`src/rtl/rect_fill.sv`:
```
// rtl/rect_fill.sv - plots a clipped, patterned axis-aligned rectangle into the VGA adapter, one pixel per clock
module rect_fill #(
    parameter int SCREEN_W = 160,
    parameter int SCREEN_H = 120,
    parameter int X_W      = 8,
    parameter int Y_W      = 7,
    parameter int COLOUR_W = 3
) (
    input  logic                clk,
    input  logic                rst,
    input  logic                start,
    input  logic [X_W-1:0]      x0,
    input  logic [X_W-1:0]      x1,
    input  logic [Y_W-1:0]      y0,
    input  logic [Y_W-1:0]      y1,
    input  logic [COLOUR_W-1:0] colour,
    input  logic [1:0]          mode,
    output logic                busy,
    output logic                done,
    output logic [X_W-1:0]      vga_x,
    output logic [Y_W-1:0]      vga_y,
    output logic [COLOUR_W-1:0] vga_colour,
    output logic                vga_plot
);

    typedef enum logic [1:0] {IDLE, SETUP, FILL, DONE} state_t;

    localparam logic [X_W-1:0] X_MAX = X_W'(SCREEN_W - 1);
    localparam logic [Y_W-1:0] Y_MAX = Y_W'(SCREEN_H - 1);

    state_t                state;
    logic [X_W-1:0]        rx0, rx1, xh, cx;
    logic [Y_W-1:0]        ry0, ry1, yl, yh, cy;
    logic [COLOUR_W-1:0]   rcol;
    logic [1:0]            rmode;

    logic [X_W-1:0]        lo_x, hi_x, clip_x;
    logic [Y_W-1:0]        lo_y, hi_y, clip_y;
    logic                  empty;
    logic [COLOUR_W-1:0]   pix_colour;
    logic [X_W+COLOUR_W-1:0] x_ext;
    logic [Y_W+COLOUR_W-1:0] y_ext;

    always_comb begin
        lo_x   = (rx0 < rx1) ? rx0 : rx1;
        hi_x   = (rx0 < rx1) ? rx1 : rx0;
        clip_x = (hi_x > X_MAX) ? X_MAX : hi_x;
        lo_y   = (ry0 < ry1) ? ry0 : ry1;
        hi_y   = (ry0 < ry1) ? ry1 : ry0;
        clip_y = (hi_y > Y_MAX) ? Y_MAX : hi_y;
        empty  = (lo_x > X_MAX) || (lo_y > Y_MAX);
    end

    // Zero-extension lets the stripe modes take "mod 2^COLOUR_W" even when a coordinate is narrower than the colour.
    always_comb begin
        x_ext = {{COLOUR_W{1'b0}}, cx};
        y_ext = {{COLOUR_W{1'b0}}, cy};
        case (rmode)
            2'b00:   pix_colour = rcol;
            2'b01:   pix_colour = x_ext[COLOUR_W-1:0];
            2'b10:   pix_colour = y_ext[COLOUR_W-1:0];
            default: pix_colour = (cx[0] ^ cy[0]) ? ~rcol : rcol;
        endcase
    end

    always_ff @(posedge clk) begin
        if (rst) begin
            state      <= IDLE;
            busy       <= 1'b0;
            done       <= 1'b0;
            vga_x      <= '0;
            vga_y      <= '0;
            vga_colour <= '0;
            vga_plot   <= 1'b0;
            rx0        <= '0;
            rx1        <= '0;
            ry0        <= '0;
            ry1        <= '0;
            rcol       <= '0;
            rmode      <= '0;
            xh         <= '0;
            yl         <= '0;
            yh         <= '0;
            cx         <= '0;
            cy         <= '0;
        end else begin
            case (state)
                IDLE: begin
                    vga_plot <= 1'b0;
                    if (start) begin
                        rx0   <= x0;
                        rx1   <= x1;
                        ry0   <= y0;
                        ry1   <= y1;
                        rcol  <= colour;
                        rmode <= mode;
                        busy  <= 1'b1;
                        state <= SETUP;
                    end
                end
                SETUP: begin
                    xh    <= clip_x;
                    yl    <= lo_y;
                    yh    <= clip_y;
                    cx    <= lo_x;
                    cy    <= lo_y;
                    state <= empty ? DONE : FILL;
                end
                FILL: begin
                    vga_x      <= cx;
                    vga_y      <= cy;
                    vga_colour <= pix_colour;
                    vga_plot   <= 1'b1;
                    // Column-major scan; the cursor stops at (xh,yh) so it never wraps.
                    if (cy == yh) begin
                        cy <= yl;
                        if (cx == xh) begin
                            state <= DONE;
                        end else begin
                            cx <= cx + 1'b1;
                        end
                    end else begin
                        cy <= cy + 1'b1;
                    end
                end
                DONE: begin
                    vga_plot <= 1'b0;
                    // First DONE cycle raises done; afterwards wait for start to be released.
                    if (!done) begin
                        done <= 1'b1;
                        busy <= 1'b0;
                    end else if (!start) begin
                        done  <= 1'b0;
                        state <= IDLE;
                    end
                end
                default: state <= IDLE;
            endcase
        end
    end

endmodule

```
`config.mk`:
```
export PLATFORM = sky130hd
export DESIGN_NAME = rect_fill
export DESIGN_NICKNAME = d
export VERILOG_FILES = /design/src/rtl/rect_fill.sv
export SDC_FILE = /design/constraint.sdc
export NUM_CORES = 1
export LEC_CHECK = 0
export BUFFER_PORTS_ARGS = -buffer_cell sky130_fd_sc_hd__buf_2
export CAP_MARGIN = 20
export CORE_UTILIZATION = 53
export DETAILED_ROUTE_END_ITERATION = 8
export GPL_TIMING_DRIVEN = 0
export PLACE_DENSITY_LB_ADDON = 0.1
export RECOVER_POWER = 100
export SYNTH_ARGS = -nofsm -noshare
export SYNTH_HDL_FRONTEND = slang
export SYNTH_SLANG_ARGS = --single-unit
```
`constraint.sdc`:
```
create_clock -name clk -period 2.3 [get_ports clk]
set_clock_uncertainty 0.05 [all_clocks]
set_input_delay 0.115 -clock clk [delete_from_list [all_inputs] [get_ports clk]]
set_output_delay 0.115 -clock clk [all_outputs]
set_load 0.005 [all_outputs]
```
==> impl_summary.md <==
Worst setup path
In this run the critical register-to-register path is launched from ry1[6]$_SDFFE_PP0P_. The critical path startpoint is ry1[6]$_SDFFE_PP0P_. The critical path endpoint category is a flip-flop. For this run, the slowest stage of the critical path takes 340 ps. The category of cells accounting for the largest share of critical-path delay is compound AO/OA/AOI/OAI gates. At the worst endpoint, the required time is 2530 ps. The setup check on the worst reg-to-reg path leaves a slack of -30 ps. The critical path class is flip-flop to flip-flop. Data on the critical path arrives at its endpoint at 2560 ps.

The highest net fanout along the worst path is 6. The startpoint class of the critical path is a flip-flop. For this design, the slowest cell found on the critical path is dfxtp_2. The worst register-to-register path ends at state[0]$_SDFFE_PP0P_.

The signal on the critical path passes through inv_1, ha_4, and3_4, a221o_1, a31o_4, bufbuf_16, nor2_1, a211oi_2, o311ai_1. The worst register-to-register path has a depth of 9. The critical path contains buffers and inverters numbering 2 combined.

Global routing
Entering global routing, the biggest net connects 17 pins. The total overflow left after global routing is 0. The initial antenna violation count is 0. The via count of the first global-routing pass was 4500. The first global-routing pass estimated 22100 um of wire. The global-route usage over all layers is 0.291.

Synth
The Yosys step of the flow raised 0 warnings. The compound-cell area share of the yosys netlist is 0.174. The count of mapped cells out of synthesis is 580. Of the total synthesized cell area, the portion taken by full adders, half adders and majority gates is 0.0514.

The dominant combinational cell family by area after synthesis is simple AND/OR/NAND/NOR gates. Of the total synthesized cell area, the portion taken by XOR and XNOR cells is 0.0429. Synthesis instantiated 52 different standard cells from the library. The average cell area after synthesis is 8.39 um2. The portion of synthesized area spent on multiplexers is 0.108. The total nets after synthesis is 638. The count of flip-flops with a built-in enable after synthesis is 0. The simple logic cell fraction of the synthesized area is 0.177.

In this run the cell area of the synthesized design comes to 0.00487 mm2. Synthesis inferred 95 register bits. The async set or reset register ratio after synthesis is 0. The predominant post-synthesis flop cell is dfxtp_1. The share of the Yosys chip area taken by registers is 0.391.

Timing
The number of pins exceeding their max-slew limit in the final report came to 0. Subtracting the final worst setup slack from the clock period gives 2330 ps. The top achievable clock speed is 429 MHz. Setup repair after global routing could not meet its margin everywhere.

Setup violations remaining at the end of the flow were counted as 1. Of the available clock period, the critical path in the final layout requires 1.01. The final critical-path setup slack is -31.6 ps.

For the pin with the worst max-slew slack, the measured transition is 1160 ps. The count of final hold-check violations was 0. The worst pin sits at a relative slew slack of 0.221.

Detailed routing
The count of TritonRoute iterations in the first routing pass is 7. The via-per-instance ratio is roughly 5.7. The total number of vias is about 4600. In this run, the number of DRC markers left after iteration 0 of detailed routing was 212. After detailed routing, the average wire length per cell comes to approximately 17 um.

The DRC violations left is 16. In this run the remaining antenna-violating nets after routing total 0. Wires add up to around 14000 um.

Run status
The final reports fail on design-rule violations, negative setup slack. The run finished, with violations left.

Power and ir drop
The share of total power dissipated in combinational logic is 0.505. The static leakage is about 2.5 nW. The design draws roughly 7.3 mW. The analysis attributes to net switching a power of 2.87 mW. Of the total power, the share spent switching nets is 0.393. IR analysis of the VDD net gives a maximum drop of 0.792 mV. The sequential share of power is 0.327. The internal power contribution is 4.44 mW. The clock share of power is 0.169. The power per cell area is ~1200 mW/mm2.

Finish
At the end of the flow the core is filled with cells to 0.710. The final non-filler cell total is 807. The post-layout net count is around 750.

In the final layout, the share of cells above drive strength 1 is 0.213. The layout-stage area growth over the synthesis result is 28.5%. The repair_antennas step left the layout with diodes totalling 0. After routing the design area is 0.00625 mm2.

Clocking
The H-tree depth reported by CTS is 3. TritonCTS created 9 clock buffers. The buffer type at the clock tree root is clkbuf_8. The clock-pin slew on the worst setup and hold paths is roughly 90 ps. The clock insertion delay at the later pin of the skew report is 370 ps. The longest clock path from root to sink contains 2 buffers. For this design, the sink count on the clock tree is 95.

The TritonCTS clock tree is yes.

Floorplan
The floorplan step defined a core boundary enclosing just under 0.009 mm2. 59 I/O pins were placed. The initial utilization of the core area, before any placement, comes to 0.553. The number of cell rows is 34. The floorplan step set the die height to 97.8 um. The die is 97.8 um wide.

The die covers between 0.009 and 0.01 mm2.

Place
The global placement routability congestion is 0.943. OpenSTA, run right after detailed placement, puts the worst setup slack at -337 ps. The total placed cells including tap cells is 746. The placed instances occupy a cell area of 0.00530 mm2. Input and output buffers added on the ports amount to 58. Detailed placement finished with a half-perimeter wire length of 9380 um.

Min path
The worst min-delay path endpoint is done$_SDFFE_PP0P_. The source of the worst hold timing path is start. The path class of the tightest hold or removal check is input pin to flip-flop. The worst hold path was traced through 3 stages.

Run
Across the run, the number of max-cap violations was 0.
layout by cell type, fill, tap and decap left out, types with 8 or more instances in the layout:
cell / synthesis / routed
a21oi_1: 63 / 62
ha_1: 20 / 15
inv_1: 21 / 17
buf_2: 8 / 58
nor2_1: 60 / 59
xor2_1: 10 / 10
dfxtp_2: 0 / 10
mux2i_1: 39 / 35
nand2_1: 88 / 88
o21ai_0: 10 / 9
buf_4: 0 / 8
clkbuf_8: 0 / 9
a211oi_1: 25 / 22
xnor2_1: 12 / 12
dfxtp_1: 95 / 81
clkbuf_1: 22 / 26
nand2b_1: 9 / 9
dlygate4sd3_1: 0 / 35
flip-flops by register name, indices dropped and copies added, names as in the netlist:
signal and flops:
vga_x 8, vga_plot 1, rx1 8, cy 7, vga_colour 3, state 2
done 1, yl 7, xh 8, busy 1, rcol 3, vga_y 7
yh 7, cx 8, rx0 8, ry1 7, rmode 2, ry0 7
power by group through the flow:
stage	clock network [mW]	registers (mW)	logic, mW
detailed placement	0	2.38	2.81
finish	1.23	2.39	3.69
floorplan	0	2.28	2.20
global placement	0	2.36	2.74
CTS	1.25	2.36	3.25
global route	1.32	2.43	3.99
worst max-delay path by stage:
stage                            end  depth (start not counted)
2_1_floorplan     cy[1]$_SDFFE_PP0P_                         10
4_1_cts        state[0]$_SDFFE_PP0P_                          8
5_1_grt        state[0]$_SDFFE_PP0P_                          9
6_report       state[0]$_SDFFE_PP0P_                          9
3_5_place_dp   vga_x[5]$_SDFFE_PP0P_                          7
3_3_place_gp   vga_y[4]$_SDFFE_PP0P_                          7
metal layers:
layer / vias to the layer above / GRT usage / routed length (um)
li1: 2253 / - / -
met1: 2111 / 0.381 / 6010
met2: 173 / 0.486 / 6420
met3: 24 / 0.0429 / 809
met4: 0 / 0.108 / 297
met5: - / 0 / 0
worst min-delay path: stages:
cell and delay [ps]:
buf_2 120, inv_1 70, a31oi_1 80
what timing repair did:
item | in CTS | in global routing
hold buffers | 35 | 0
setup buffers | 4 | 5
gates cloned | 1 | 1
hold endpoints to repair | 35 | 0
setup endpoints to repair | 43 | 41
resized for setup | 33 | 40
pin swaps | 2 | 12
final cells by class:
cell class | instances | area [um2]
tap | 108 | 135
timing repair buffer | 104 | 763
fill | 724 | 2550
clock buffer | 10 | 128
sequential | 95 | 1930
buffer | 39 | 225
inverter | 21 | 81.3
multi-input combinational | 424 | 2900
clock inverter | 6 | 91.3
cell usage after synthesis (3+ instances only):
library cell / count / area share
and3_1: 6 / 0.0077
o21ai_0: 10 / 0.010
a211oi_1: 25 / 0.039
nand2_1: 88 / 0.068
buf_1: 6 / 0.0046
nand4_1: 5 / 0.0064
nand2b_1: 9 / 0.012
xnor2_1: 12 / 0.022
nand3_1: 7 / 0.0072
a21oi_1: 63 / 0.065
buf_2: 8 / 0.0082
nor3_1: 5 / 0.0051
buf_6: 4 / 0.0093
nand3b_1: 5 / 0.0077
o311ai_0: 3 / 0.0054
nor4_1: 3 / 0.0039
a31oi_1: 7 / 0.0090
clkbuf_1: 22 / 0.017
nor3b_1: 3 / 0.0046
xor2_1: 10 / 0.018
nor2_1: 60 / 0.046
dfxtp_1: 95 / 0.39
mux2i_1: 39 / 0.080
ha_1: 20 / 0.051
mux2_2: 8 / 0.019
inv_1: 21 / 0.016
per-stage QoR:
step                TNS [ps]  hold WS [ps]
global placement       -6060           305
detailed placement     -7970           310
CTS                    -12.1          5.14
finish                 -31.6          11.1
floorplan              -26.4           201
global route            -356          19.0
cells by family (layout without fill, tap and decap cells):
logic type | Yosys count | after routing
AND/OR/NAND/NOR | 198 | 198
AO/OA/AOI/OAI | 134 | 134
flip-flops | 95 | 95
buffers and inverters | 61 | 180
multiplexers | 49 | 49
XOR/XNOR | 23 | 23
adder cells (fa/ha/maj) | 20 | 20
No activity file was read; power rests on OpenSTA's default activity.
